**src/rtl/eth_tx_scheduler_pkg.sv**
```systemverilog
// Shared definitions for the line-buffer Ethernet transmit scheduler:
// FSM state encodings, line-number width and default parameter values.
package eth_tx_scheduler_pkg;

    localparam int LINE_W              = 10;
    localparam int DEF_LINES_PER_FRAME = 480;
    localparam int DEF_IFG_CYCLES      = 24;
    localparam int DEF_TIMEOUT_CYCLES  = 4096;

    typedef enum logic [2:0] {
        ST_IDLE     = 3'd0,
        ST_START    = 3'd1,
        ST_ETH_WAIT = 3'd2,
        ST_FCS      = 3'd3,
        ST_FCS_WAIT = 3'd4,
        ST_GAP      = 3'd5
    } state_t;

    // Next line index. Anything at or past the last line wraps to zero.
    function automatic logic [LINE_W-1:0] next_line(input logic [LINE_W-1:0] cur,
                                                    input int lines);
        if (cur >= LINE_W'(lines - 1)) begin
            return '0;
        end
        return cur + 1'b1;
    endfunction

endpackage

```
**src/rtl/eth_tx_bank_tracker.sv**
```systemverilog
// Ping-pong line buffer bookkeeping: per-bank full flags, the read pointer
// and the sticky overflow flag for lines arriving on an occupied bank.
module eth_tx_bank_tracker (
    input  logic       clk,
    input  logic       reset,
    input  logic       line_done,
    input  logic       wr_bank,
    input  logic       release_en,
    input  logic       release_bank,
    input  logic       ptr_clear,
    output logic [1:0] bank_full,
    output logic       rd_ptr,
    output logic       overflow
);

    logic [1:0] set_mask;
    logic [1:0] clr_mask;
    logic       drop;

    // A release in the same cycle frees the bank before the new line claims it.
    always_comb begin
        set_mask = 2'b00;
        clr_mask = 2'b00;
        if (release_en) begin
            clr_mask[release_bank] = 1'b1;
        end
        drop = line_done && bank_full[wr_bank] && !clr_mask[wr_bank];
        if (line_done && !drop) begin
            set_mask[wr_bank] = 1'b1;
        end
    end

    always_ff @(posedge clk or negedge reset) begin
        if (!reset) begin
            bank_full <= 2'b00;
            rd_ptr    <= 1'b0;
            overflow  <= 1'b0;
        end else begin
            bank_full <= (bank_full & ~clr_mask) | set_mask;
            if (drop) begin
                overflow <= 1'b1;
            end
            if (ptr_clear) begin
                rd_ptr <= 1'b0;
            end else if (release_en) begin
                rd_ptr <= ~rd_ptr;
            end
        end
    end

endmodule

```
**src/rtl/eth_tx_scheduler.sv**
```systemverilog
// Sequences frame builder and FCS emission for each filled line bank, then
// enforces the inter-frame gap. Optional watchdog: define ETH_TX_TIMEOUT_EN.
module eth_tx_scheduler
    import eth_tx_scheduler_pkg::*;
#(
    parameter int LINES_PER_FRAME = DEF_LINES_PER_FRAME,
    parameter int IFG_CYCLES      = DEF_IFG_CYCLES,
    parameter int TIMEOUT_CYCLES  = DEF_TIMEOUT_CYCLES
) (
    input  logic              clk,
    input  logic              reset,
    input  logic              line_done,
    input  logic              wr_bank,
    input  logic              frame_start,
    input  logic              eth_finish,
    input  logic              fcs_finish,
    output logic              eth_start,
    output logic              fcs_start,
    output logic              tx_bank,
    output logic [LINE_W-1:0] line_num,
    output logic [1:0]        bank_full,
    output logic              overflow,
    output logic              timeout,
    output logic [2:0]        FSM_STATE
);

    localparam int GAP_W = $clog2(IFG_CYCLES + 1) + 1;

    state_t           state;
    logic             rd_ptr;
    logic             release_en;
    logic             ptr_clear;
    logic             wd_expire;
    logic             frame_pend;
    logic             gap_done;
    logic [GAP_W-1:0] gap_cnt;

    assign FSM_STATE = state;
    assign gap_done  = (gap_cnt <= GAP_W'(1));

    // Bank release happens on FCS completion or on a watchdog expiry.
    assign release_en = (state == ST_FCS_WAIT && fcs_finish) || wd_expire;

    // rd_ptr returns to bank 0 on a frame restart, immediate in IDLE or deferred to GAP exit.
    assign ptr_clear = (state == ST_IDLE && frame_start) ||
                       (state == ST_GAP && gap_done && (frame_pend || frame_start));

    eth_tx_bank_tracker u_bank_tracker (
        .clk          (clk),
        .reset        (reset),
        .line_done    (line_done),
        .wr_bank      (wr_bank),
        .release_en   (release_en),
        .release_bank (tx_bank),
        .ptr_clear    (ptr_clear),
        .bank_full    (bank_full),
        .rd_ptr       (rd_ptr),
        .overflow     (overflow)
    );

`ifdef ETH_TX_TIMEOUT_EN
    localparam int WD_W = $clog2(TIMEOUT_CYCLES + 1) + 1;

    logic [WD_W-1:0] wd_cnt;
    logic            in_wait;
    logic            wait_done;

    assign in_wait   = (state == ST_ETH_WAIT) || (state == ST_FCS_WAIT);
    assign wait_done = (state == ST_ETH_WAIT && eth_finish) ||
                       (state == ST_FCS_WAIT && fcs_finish);
    assign wd_expire = in_wait && !wait_done && (wd_cnt >= WD_W'(TIMEOUT_CYCLES - 1));

    always_ff @(posedge clk or negedge reset) begin
        if (!reset) begin
            wd_cnt  <= '0;
            timeout <= 1'b0;
        end else begin
            if (in_wait && !wait_done && !wd_expire) begin
                wd_cnt <= wd_cnt + 1'b1;
            end else begin
                wd_cnt <= '0;
            end
            if (wd_expire) begin
                timeout <= 1'b1;
            end
        end
    end
`else
    logic unused_timeout_cfg;

    assign wd_expire          = 1'b0;
    assign timeout            = 1'b0;
    assign unused_timeout_cfg = (TIMEOUT_CYCLES != 0);
`endif

    always_ff @(posedge clk or negedge reset) begin
        if (!reset) begin
            state      <= ST_IDLE;
            eth_start  <= 1'b0;
            fcs_start  <= 1'b0;
            tx_bank    <= 1'b0;
            line_num   <= '0;
            gap_cnt    <= '0;
            frame_pend <= 1'b0;
        end else begin
            eth_start <= 1'b0;
            fcs_start <= 1'b0;
            if (frame_start && state != ST_IDLE) begin
                frame_pend <= 1'b1;
            end
            case (state)
                ST_IDLE: begin
                    // A frame restart takes this cycle; the bank check resumes next cycle.
                    if (frame_start) begin
                        line_num <= '0;
                    end else if (bank_full[rd_ptr]) begin
                        state     <= ST_START;
                        eth_start <= 1'b1;
                        tx_bank   <= rd_ptr;
                    end
                end
                ST_START: begin
                    state <= ST_ETH_WAIT;
                end
                ST_ETH_WAIT: begin
                    if (eth_finish) begin
                        state     <= ST_FCS;
                        fcs_start <= 1'b1;
                    end else if (release_en) begin
                        state    <= ST_GAP;
                        line_num <= next_line(line_num, LINES_PER_FRAME);
                        gap_cnt  <= GAP_W'(IFG_CYCLES);
                    end
                end
                ST_FCS: begin
                    state <= ST_FCS_WAIT;
                end
                ST_FCS_WAIT: begin
                    if (release_en) begin
                        state    <= ST_GAP;
                        line_num <= next_line(line_num, LINES_PER_FRAME);
                        gap_cnt  <= GAP_W'(IFG_CYCLES);
                    end
                end
                ST_GAP: begin
                    if (gap_done) begin
                        state <= ST_IDLE;
                        if (frame_pend || frame_start) begin
                            line_num   <= '0;
                            frame_pend <= 1'b0;
                        end
                    end else begin
                        gap_cnt <= gap_cnt - 1'b1;
                    end
                end
                default: begin
                    state <= ST_IDLE;
                end
            endcase
        end
    end

endmodule

```
**config.mk**
```make
export PLATFORM = sky130hd
export DESIGN_NAME = eth_tx_scheduler
export DESIGN_NICKNAME = d
export VERILOG_FILES = /design/src/rtl/eth_tx_scheduler_pkg.sv /design/src/rtl/eth_tx_bank_tracker.sv /design/src/rtl/eth_tx_scheduler.sv
export SDC_FILE = /design/constraint.sdc
export NUM_CORES = 1
export LEC_CHECK = 0
export BUFFER_PORTS_ARGS = -buffer_cell sky130_fd_sc_hd__buf_2
export CELL_PAD_IN_SITES_DETAIL_PLACEMENT = 0
export CELL_PAD_IN_SITES_GLOBAL_PLACEMENT = 1
export CORE_MARGIN = 8
export CORE_UTILIZATION = 45
export CTS_CLUSTER_SIZE = 24
export DETAILED_ROUTE_END_ITERATION = 7
export HOLD_SLACK_MARGIN = 0.06
export MAX_ROUTING_LAYER = met4
export PLACE_DENSITY = 0.9
export RECOVER_POWER = 100
export SYNTH_ARGS = -nofsm -noshare
export SYNTH_HDL_FRONTEND = slang
export SYNTH_SLANG_ARGS = --single-unit
```
**constraint.sdc**
```tcl
create_clock -name clk -period 3.25 [get_ports clk]
set_clock_uncertainty 0.2 [all_clocks]
set_input_delay 0 -clock clk [delete_from_list [all_inputs] [get_ports clk]]
set_output_delay 0 -clock clk [all_outputs]
set_load 0.02 [all_outputs]
```
==> results of run 1 <==
-- synthesized netlist by cell type, types with 2 or more instances --
cell       number  share of area (%)
nor3_1          3               0.93
nand2_1         9                2.1
o2bb2ai_1       4                2.2
ha_1            3                2.3
o211ai_1        3                1.4
o21ai_0         9                2.8
o22a_1          3                1.6
a22o_1          5                2.7
nand3_1         7                2.2
a221o_1         3                1.9
inv_1           9                2.1
dfrtp_1        27                 42
a211oi_1        2               0.93
mux2i_1         2                1.2
a21o_1          4                1.9
or4_1           4                1.9
nor2b_1         3                1.2
o21bai_1        2               0.93
a31oi_1         2               0.77
buf_4           3                1.4
nor2_1         19                4.4
and3_1          5                1.9
xor2_1          2                1.1
a21oi_1         7                2.2
nand2b_1        2               0.77
-- where the power goes --
part / internal [mW] / switching (mW) / total (mW)
combinational: 0.224 / 0.344 / 0.568
sequential: 0.411 / 0.147 / 0.558
clock: 0.0461 / 0.101 / 0.147
-- worst min-delay path, cell delays in order --
cell	delay [ns]
dlygate4sd3_1	0.51
buf_2	0.12
o21ai_0	0.09
-- cell type report --
class	count	area, sq um
flip-flops and latches	27	676
well taps	46	57.6
clock buffers	3	22.5
repair buffers	35	195
clock inverters	1	5.00
inverters	9	33.8
fillers	318	1570
multi-input cells	128	830
-- registers in the layout, summed over array words and instances, names as in the netlist --
name and cells:
u_bank_tracker.rd_ptr 1, u_bank_tracker.bank_full 2, eth_start 1, u_bank_tracker.overflow 1, FSM_STATE 3, gap_cnt 6, fcs_start 1, line_num 10
tx_bank 1, frame_pend 1
-- per-layer routing --
metal	share of wire (%)	wire (um)
met1	47	1780
met3	3.7	138
met4	0.50	19
met5	0	0
met2	49	1840
-- cell families (layout without fill, tap and decap cells) --
family | after synthesis | after routing | share of synthesized area [%]
compound gates | 54 | 54 | 25.4
fa+ha+maj | 3 | 3 | 2.32
mux | 2 | 2 | 1.24
flops | 27 | 27 | 41.8
other cells | 1 | 1 | 0.232
simple gates | 65 | 65 | 22.3
xor+xnor | 3 | 3 | 1.63
buf+inv | 16 | 48 | 5.03
-- worst paths after layout --
path                                                      from                                     to  slack (ns)  cells past startpoint
setup reg to reg                      FSM_STATE[0]$_DFFE_PN0P_                line_num[5]$_DFFE_PN0P_        0.58                      4
hold reg to reg            u_bank_tracker.overflow$_DFFE_PN0P_    u_bank_tracker.overflow$_DFFE_PN0P_        0.29                      1
hold / removal                                         wr_bank  u_bank_tracker.bank_full[0]$_DFF_PN0_        0.23                      3
setup / recovery                      FSM_STATE[0]$_DFFE_PN0P_                line_num[5]$_DFFE_PN0P_        0.58                      4
min in group asynchronous                                reset      u_bank_tracker.rd_ptr$_DFFE_PN0P_        0.95                      4
max in group asynchronous                                reset                 gap_cnt[0]$_DFFE_PN0P_        1.06                      4
==> impl_metrics.yaml, run 1 <==
sta:
  setup_viol: 0
  drv_slew: 0
  slew_headroom_pct: 4.36
  final.setup.worst_slack_ns: 0.579
  hold_viol: 0
  tightest_slew_ns: 1.43
  grt_setup_unrepaired: "no"
  period_minus_slack_ns: 2.67
  finalCritPeriodShare_pct: 82.2
  tns_ns: 0
  fin_hold_ws_ns: 0.225
  clock.fmax_mhz: 374
placed_design:
  gp_congestion: 0.868
  io_buffers: 25
  place_inst: 235
  place_ws_ns: 0.897
  hpwl_um: 2740
  placed_area_sq_mm: 0.00175
yosys:
  ys_warn_count: 0
  synth_ff_type: "dfrtp_1"
  syn_area_per_cell_sq_um: 9.45
  syn_nets: 181
  syn-cell-area_sq_mm: 0.00162
  async_flop_share_pct: 100
  synth.yosys.seq_area_share_pct: 41.8
  synth-seq-cells: 27
  syn_inst: 171
  synth_edf_count: 0
  ys_types: 54
global_routing:
  grt_max_degree: 28
  gr-total-overflow: 0
  grt_pass1_wl_um: 6650
  grtUsageMet2_pct: 22.1
  gr-max-usage-layer: "met2"
  met3_usage_pct: 2.48
  grt.total_usage_pct: 13.7
  antenna_found_initial: 0
  gr-usage-met1_pct: 16.9
  grt_pass1_vias: 1455
floorplanning:
  die_h_um: 75.9
  num_rows: 21
  die-area_sq_mm: 0.00576
  coreArea_sq_mm: 0.00339
  io_pins: 27
  die_w_um: 75.9
  start_util_pct: 47.7
detailed_routing:
  dr_total_vias: 1423
  detail_route.wl_per_cell_um: 15.2
  wirelength_um: 3780
  drt_iter0_markers: 149
  drcViolationCount: 0
  drt-pass1-iter-count: 4
  via_per_inst: 5.71
  ant_nets: 0
setup_path:
  crit_path_end_kind: "flip-flop"
  start_kind: "flip-flop"
  cp_max_fo: 22
  cp.required_ns: 3.32
  crit_arrival_ns: 2.75
  crit_type: "flip-flop to flip-flop"
  slowest_delay_ns: 0.77
  crit_slowest_cell: "dfrtp_1"
  path_cells: "nor2_1 > a221o_1 > nor3_1 > a221o_1"
  path_buf_inv: 0
  cp_top_family: "simple AND/OR/NAND/NOR gates"
  crit_top_cell: "a221o_1"
pwr:
  power_mw: 1.27
  vdd_drop_max_uv: 250
  p_leak_nw: 0.755
  powerDensity_mw_per_mm2: 700
cells_and_area:
  fin_util_pct: 53.7
  antenna_cells: 0
  layout_commonest_cell: "dfrtp_1"
  mostFrequentLayoutCells: "27 x dfrtp_1, 20 x clkbuf_1, 19 x nor2_1, 10 x o21ai_0"
  layout.nets: 214
  final_area_sq_mm: 0.00182
  area_delta_synth_final_pct: 12.6
  drive_above_1_share_pct: 6.90
  fin_cells: 249
cts:
  root_buffer: "clkbuf_4"
  ctsResizeCount: 0
  clockBufferDepth: 2
  cts_made_buffers: 3
  ctsHoldBuffers: 10
  clk_latency_ns: 0.32
  postCtsSetupBuffers: 0
  cts_tree: "yes"
  clock_sinks: 27
  clk_pin_slew_ns: 0.15
  htree_levels: 1
status:
  status: "finished clean"
worst_hold_path:
  worstHoldPathType: "primary input to flip-flop"
flow_run:
  drv_cap: 0
Power figures use the tool's default switching activity.
==> run 2, diff against run 1 <==
--- a/config.mk
+++ b/config.mk
@@ -5,16 +5,17 @@
 export SDC_FILE = /design/constraint.sdc
 export NUM_CORES = 1
 export LEC_CHECK = 0
+export ABC_AREA = 1
 export BUFFER_PORTS_ARGS = -buffer_cell sky130_fd_sc_hd__buf_2
 export CELL_PAD_IN_SITES_DETAIL_PLACEMENT = 0
 export CELL_PAD_IN_SITES_GLOBAL_PLACEMENT = 1
 export CORE_MARGIN = 8
-export CORE_UTILIZATION = 45
+export CORE_UTILIZATION = 36
 export CTS_CLUSTER_SIZE = 24
 export DETAILED_ROUTE_END_ITERATION = 7
 export HOLD_SLACK_MARGIN = 0.06
 export MAX_ROUTING_LAYER = met4
-export PLACE_DENSITY = 0.9
+export PLACE_DENSITY = 0.82
 export RECOVER_POWER = 100
 export SYNTH_ARGS = -nofsm -noshare
 export SYNTH_HDL_FRONTEND = slang
==> constraint.sdc (replaced) <==
create_clock -name clk -period 2.2 [get_ports clk]
set_clock_uncertainty 0.2 [all_clocks]
set_input_delay 0 -clock clk [delete_from_list [all_inputs] [get_ports clk]]
set_output_delay 0 -clock clk [all_outputs]
set_load 0.02 [all_outputs]
==> run 2 against run 1 <==
Net effect:
- final area grew 0.14%
- maximum frequency up 29%
- total power is 58% higher
- sequential share of layout area fell by 0.051 points
- via count is 3.0% lower
- register-to-register slack worse by 0.44 ns
- combinational power up 65%
- global-route usage down 2.2 points
- critical path depth up 4
- wire length shrank 8.7%
- non-clock buffer count fell by 3
==> impl_metrics.yaml, run 2 <==
status:
  status: "finished clean"
worst_hold_path:
  holdPathEnd: "u_bank_tracker.overflow$_DFFE_PN0P_"
  hold-path-cell-count: 2
  worstHoldPathType: "flip-flop to flip-flop"
  hp-start: "u_bank_tracker.overflow$_DFFE_PN0P_"
sta:
  drv_slew: 0
  clock.fmax_mhz: 484
  period_minus_slack_ns: 2.06
  tns_ns: 0
  slew_headroom_pct: 3.32
  setup_viol: 0
  hold_viol: 0
  grt_setup_unrepaired: "no"
  tightest_slew_ns: 1.45
  finalCritPeriodShare_pct: 93.8
detailed_routing:
  wirelength_um: 3450
  detail_route.wl_per_cell_um: 11.6
  drt_iter0_markers: 85
  drcViolationCount: 0
  dr_total_vias: 1380
  drt-pass1-iter-count: 4
  via_per_inst: 4.63
  ant_nets: 0
floorplanning:
  start_util_pct: 36.8
  num_rows: 24
  die_w_um: 82.0
  coreArea_sq_mm: 0.00426
  io_pins: 27
  die_h_um: 82.0
  die-area_sq_mm: 0.00673
placed_design:
  hpwl_um: 2610
  gp_congestion: 0.868
  io_buffers: 25
pwr:
  pwr-share-seq_pct: 38.9
  vdd_drop_max_uv: 544
  pwr-share-clk_pct: 14.5
  power_switching_share_pct: 47.2
  combPwrFrac_pct: 46.6
  p_leak_nw: 0.895
  power_mw: 2.01
  p_int_mw: 1.06
  p_sw_mw: 0.947
  powerDensity_mw_per_mm2: 1100
global_routing:
  antenna_found_initial: 0
  grt_pass1_wl_um: 5870
  grt.total_usage_pct: 11.5
  gr-total-overflow: 0
  grt_pass1_vias: 1300
  grt_max_degree: 28
yosys:
  synth_most_common_cell: "nand2_1"
  synth_area_leaders: "dfrtp_1 43%, nand2_1 13%, nand3_1 7.6%, inv_1 7.2%, nor2_1 6.0%"
  syn_area_per_cell_sq_um: 7.41
  synth_edf_count: 0
  ys_warn_count: 0
  syn-cell-area_sq_mm: 0.00157
  synth-seq-cells: 27
  syn_inst: 212
  synth_ff_type: "dfrtp_1"
  synth.yosys.seq_area_share_pct: 43.0
  synthTopCellsByCount: "53 x nand2_1, 30 x inv_1, 27 x dfrtp_1, 25 x nor2_1, 24 x nand3_1"
  synth_largest_area_cell: "dfrtp_1"
  yosys.area.top_type_share_pct: 43.0
  async_flop_share_pct: 100
  ys_types: 27
  syn_nets: 222
cts:
  cts_tree: "yes"
  root_buffer: "clkbuf_8"
  postCtsSetupBuffers: 0
  clk_latency_ns: 0.28
  clk_pin_slew_ns: 0.10
  cts_made_buffers: 3
  clockBufferDepth: 2
  htree_levels: 1
  clock_sinks: 27
cells_and_area:
  largest_register_ffs: 10
  antenna_cells: 0
  area_delta_synth_final_pct: 16.0
  layout_commonest_cell: "nand2_1"
  mostFrequentLayoutCells: "54 x nand2_1, 30 x inv_1, 27 x dfrtp_1, 25 x nor2_1, 24 x nand3_1"
  largest-register: "line_num"
  drive_above_1_share_pct: 8.54
  layout.nets: 257
setup_path:
  crit_path_end_kind: "flip-flop"
  crit_arrival_ns: 2.09
  timing.rr.start: "FSM_STATE[0]$_DFFE_PN0P_"
  rr_endpoint: "u_bank_tracker.bank_full[0]$_DFF_PN0_"
  crit_type: "flip-flop to flip-flop"
  rrSetupSlack_ns: 0.14
  start_kind: "flip-flop"
  cp_max_fo: 8
  rr_worst_depth: 8
  cp.required_ns: 2.23
flow_run:
  drv_cap: 0
-- run 2: cell count changes after synthesis, moves of 5 or more --
cell,delta
nand2_1,+44
nor2_1,+6
inv_1,+21
and3_1,-5
nand3_1,+17
a22o_1,-5
-- run 2: power by group through the flow --
stage,logic [mW],registers [mW],clock network [mW]
2_1_floorplan,0.668,0.852,0
3_3_place_gp,0.981,0.777,0
3_5_place_dp,0.970,0.781,0
4_1_cts,0.986,0.771,0.302
5_1_grt,1.07,0.801,0.323
6_report,0.936,0.780,0.291
-- run 2: layout make-up --
class / instances / area, sq um
clock buffers: 3 / 41.3
clock inverters: 1 / 7.51
fillers: 460 / 2440
inverters: 34 / 128
multi-input cells: 149 / 734
flip-flops and latches: 27 / 676
well taps: 52 / 65.1
repair buffers: 32 / 170
-- run 2: cells by family after synthesis --
family / after synthesis / share of synthesized area, %
adder cells (fa/ha/maj): 3 / 2.39
buffers and inverters: 36 / 9.32
XOR/XNOR: 5 / 2.79
flip-flops: 27 / 43.0
AND/OR/NAND/NOR: 117 / 33.6
other: 1 / 0.239
AO/OA/AOI/OAI: 23 / 8.61
-- run 2: how the worst max path moves through the flow --
stage               cells after the start                      from                                     to  slack (ns)
finish                                  8  FSM_STATE[0]$_DFFE_PN0P_  u_bank_tracker.bank_full[0]$_DFF_PN0_        0.14
global route                            8  FSM_STATE[1]$_DFFE_PN0P_  u_bank_tracker.bank_full[0]$_DFF_PN0_        0.03
CTS                                     8  FSM_STATE[0]$_DFFE_PN0P_  u_bank_tracker.bank_full[0]$_DFF_PN0_        0.12
detailed placement                      9    gap_cnt[0]$_DFFE_PN0P_                line_num[8]$_DFFE_PN0P_        0.38
global placement                        9    gap_cnt[0]$_DFFE_PN0P_                line_num[8]$_DFFE_PN0P_        0.43
floorplan                               8  FSM_STATE[0]$_DFFE_PN0P_                 gap_cnt[0]$_DFFE_PN0P_        0.55
-- run 2: timing repair --
action	CTS	global route
endpoints found under the hold margin	36	0
endpoints found under the setup margin	0	1
gates resized for setup	0	1
hold buffers	7	0
-- run 2: layer usage --
| metal | vias to the layer above | wire length, um | global-route usage [%] |
|---|---|---|---|
| li1 | 733 | - | - |
| met1 | 621 | 1710 | 14.8 |
| met2 | 21 | 1530 | 17.0 |
| met3 | 5 | 131 | 1.64 |
| met4 | 0 | 78 | 6.32 |
| met5 | - | 0 | - |
-- run 2: per-stage QoR --
stage / hold WS [ns] / cells / setup WS (ns) / cell area [sq um] / util [%]
3_5_place_dp: -0.144 / 287 / 0.383 / 1740 / 40.8
4_1_cts: 0.0756 / 298 / 0.119 / 1860 / 43.6
3_3_place_gp: -0.152 / 287 / 0.430 / 1740 / 40.8
5_1_grt: 0.312 / 298 / 0.0260 / 1820 / 42.7
2_1_floorplan: -0.496 / 212 / 0.549 / 1570 / -
6_report: 0.284 / 298 / 0.136 / 1820 / 42.7
-- run 2: worst max-delay path, cell delays in order (launching register included) --
cell           delay (ns)
dfrtp_1              0.49
nor2_4               0.17
nand2_2              0.11
nor2_4               0.12
nand3_1              0.08
nand3_1              0.13
nand3_1              0.08
dlygate4sd3_1        0.57
nand2_1              0.06
==> run 3, diff against run 2 <==
--- a/config.mk
+++ b/config.mk
@@ -6,7 +6,7 @@
 export NUM_CORES = 1
 export LEC_CHECK = 0
 export ABC_AREA = 1
-export BUFFER_PORTS_ARGS = -buffer_cell sky130_fd_sc_hd__buf_2
+export BUFFER_PORTS_ARGS = -buffer_cell sky130_fd_sc_hd__buf_4
 export CELL_PAD_IN_SITES_DETAIL_PLACEMENT = 0
 export CELL_PAD_IN_SITES_GLOBAL_PLACEMENT = 1
 export CORE_MARGIN = 8
==> run 3 against run 2 <==
Net effect:
- via count rose by 1.1%
- register-to-register slack better by 0.02 ns
- die area unchanged
- maximum frequency rose by 1.2%
- highest routed layer unchanged
- total power barely moved
- critical path type unchanged
- worst hold slack got worse by 0.0082 ns
- largest cell class unchanged
- clock power is 3% lower
- global-route usage up 0.093 points
- non-clock buffer count grew 2
- core utilization up 0.67 points
- sequential cell count did not move
==> impl_metrics.yaml, run 3 (synthesis results as in run 2) <==
cts:
  cts_made_buffers: 3
  cts_tree: "yes"
  clk_latency_ns: 0.27
  clk_pin_slew_ns: 0.09
  root_buffer: "clkbuf_8"
  clock_sinks: 27
  clockBufferDepth: 2
  htree_levels: 1
sta:
  hold_viol: 0
  period_minus_slack_ns: 2.04
  clock.fmax_mhz: 490
  tightest_slew_ns: 0.685
  tns_ns: 0
  grt_setup_unrepaired: "no"
  setup_viol: 0
  slew_headroom_pct: 54.3
  drv_slew: 0
  finalCritPeriodShare_pct: 92.7
  fin_hold_ws_ns: 0.275
flow_run:
  drv_cap: 0
status:
  status: "finished clean"
global_routing:
  antenna_found_initial: 0
  grt_pass1_wl_um: 6020
  grt_pass1_vias: 1370
  gr-total-overflow: 0
  grt_max_degree: 28
  grt.total_usage_pct: 11.6
setup_path:
  rrSetupSlack_ns: 0.16
  rr_endpoint: "u_bank_tracker.bank_full[0]$_DFF_PN0_"
  crit_path_end_kind: "flip-flop"
  crit_type: "flip-flop to flip-flop"
  cp.required_ns: 2.22
  timing.rr.start: "FSM_STATE[0]$_DFFE_PN0P_"
  start_kind: "flip-flop"
  cp_max_fo: 8
  rr_worst_depth: 8
  crit_arrival_ns: 2.06
detailed_routing:
  drt_iter0_markers: 73
  dr_total_vias: 1395
  ant_nets: 0
  drcViolationCount: 0
  drt-pass1-iter-count: 4
  detail_route.wl_per_cell_um: 11.9
  via_per_inst: 4.65
  wirelength_um: 3580
cells_and_area:
  layout.nets: 259
  largest-register: "line_num"
  drive_above_1_share_pct: 8.87
  area_delta_synth_final_pct: 17.8
  antenna_cells: 0
  largest_register_ffs: 10
  layout_commonest_cell: "nand2_1"
  fill_cells: 447
  fin_util_pct: 43.4
  mostFrequentLayoutCells: "54 x nand2_1, 31 x inv_1, 27 x dfrtp_1, 25 x nor2_1, 24 x nand3_1"
floorplanning:
  io_pins: 27
  num_rows: 24
  start_util_pct: 36.8
  die_w_um: 82.0
  die-area_sq_mm: 0.00673
  coreArea_sq_mm: 0.00426
  die_h_um: 82.0
worst_hold_path:
  holdPathEnd: "u_bank_tracker.overflow$_DFFE_PN0P_"
  worstHoldPathType: "flip-flop to flip-flop"
  hp-start: "u_bank_tracker.overflow$_DFFE_PN0P_"
  hold-path-cell-count: 2
pwr:
  vdd_drop_max_uv: 629
  p_leak_nw: 0.915
  powerDensity_mw_per_mm2: 1080
placed_design:
  hpwl_um: 2710
  gp_congestion: 0.833
  io_buffers: 25
[run 3: cell count changes in the layout (fill, tap and decap cells not counted)]
cell / change
clkbuf_1: -1
clkinv_2: +1
clkbuf_2: +1
clkinvlp_4: -1
buf_4: +5
clkbuf_4: +1
buf_2: -5
dlygate4sd3_1: +1
inv_1: +1
inv_2: -1
[run 3: timing repair]
action,in CTS,in global routing
hold endpoints to repair,36,0
resized for setup,0,1
setup buffers,0,0
endpoints found under the setup margin,0,1
hold buffers,9,0
[run 3: how the worst max path moves through the flow]
stage	slack, ns	endpoint	cells past startpoint	start
final	0.16	u_bank_tracker.bank_full[0]$_DFF_PN0_	8	FSM_STATE[0]$_DFFE_PN0P_
after global routing	0.02	gap_cnt[2]$_DFFE_PN0P_	7	FSM_STATE[0]$_DFFE_PN0P_
after CTS	0.09	u_bank_tracker.bank_full[0]$_DFF_PN0_	8	FSM_STATE[0]$_DFFE_PN0P_
after detailed placement	0.39	line_num[8]$_DFFE_PN0P_	9	gap_cnt[0]$_DFFE_PN0P_
after global placement	0.42	line_num[8]$_DFFE_PN0P_	9	gap_cnt[0]$_DFFE_PN0P_
after floorplan	0.55	gap_cnt[0]$_DFFE_PN0P_	8	FSM_STATE[0]$_DFFE_PN0P_
[run 3: through the flow]
step,area [sq um],std cells,setup slack (ns),power [mW]
after floorplan,1570,212,0.549,1.52
after global placement,1800,287,0.422,1.81
after detailed placement,1800,287,0.389,1.81
after CTS,1950,300,0.0922,2.11
after global routing,1850,300,0.0179,2.20
final,1850,300,0.160,2.00
[run 3: critical path, stage by stage (launching register included)]
cell and delay (ns):
dfrtp_1 0.50, nor2_4 0.18, nand2_2 0.11, nor2_4 0.11
nand3_1 0.07, nand3_1 0.12, nand3_1 0.08, dlygate4sd3_1 0.56
nand2_1 0.07
[run 3: final cells by class]
type | instances | area (sq um) | share of cell area, %
clock inverters | 1 | 5.00 | 0.270
inverters | 34 | 128 | 6.90
flip-flops and latches | 27 | 676 | 36.5
clock buffers | 3 | 41.3 | 2.23
multi-input cells | 149 | 734 | 39.7
repair buffers | 34 | 201 | 10.9
well taps | 52 | 65.1 | 3.52
[run 3: layer usage]
layer | vias up | global-route usage [%] | part of all wire (%)
li1 | 739 | - | -
met1 | 632 | 14.6 | 48
met2 | 22 | 18.5 | 47
met3 | 2 | 1.20 | 3.8
met4 | 0 | 4.91 | 1.1
met5 | - | - | 0
[run 3: report_power, final]
group          leakage, nW  total (mW)  switching [mW]  internal [mW]
Combinational        0.548       0.943           0.639          0.303
Sequential           0.341       0.781           0.149          0.632
Clock               0.0255       0.282           0.155          0.127
Total                0.915        2.00           0.943           1.06
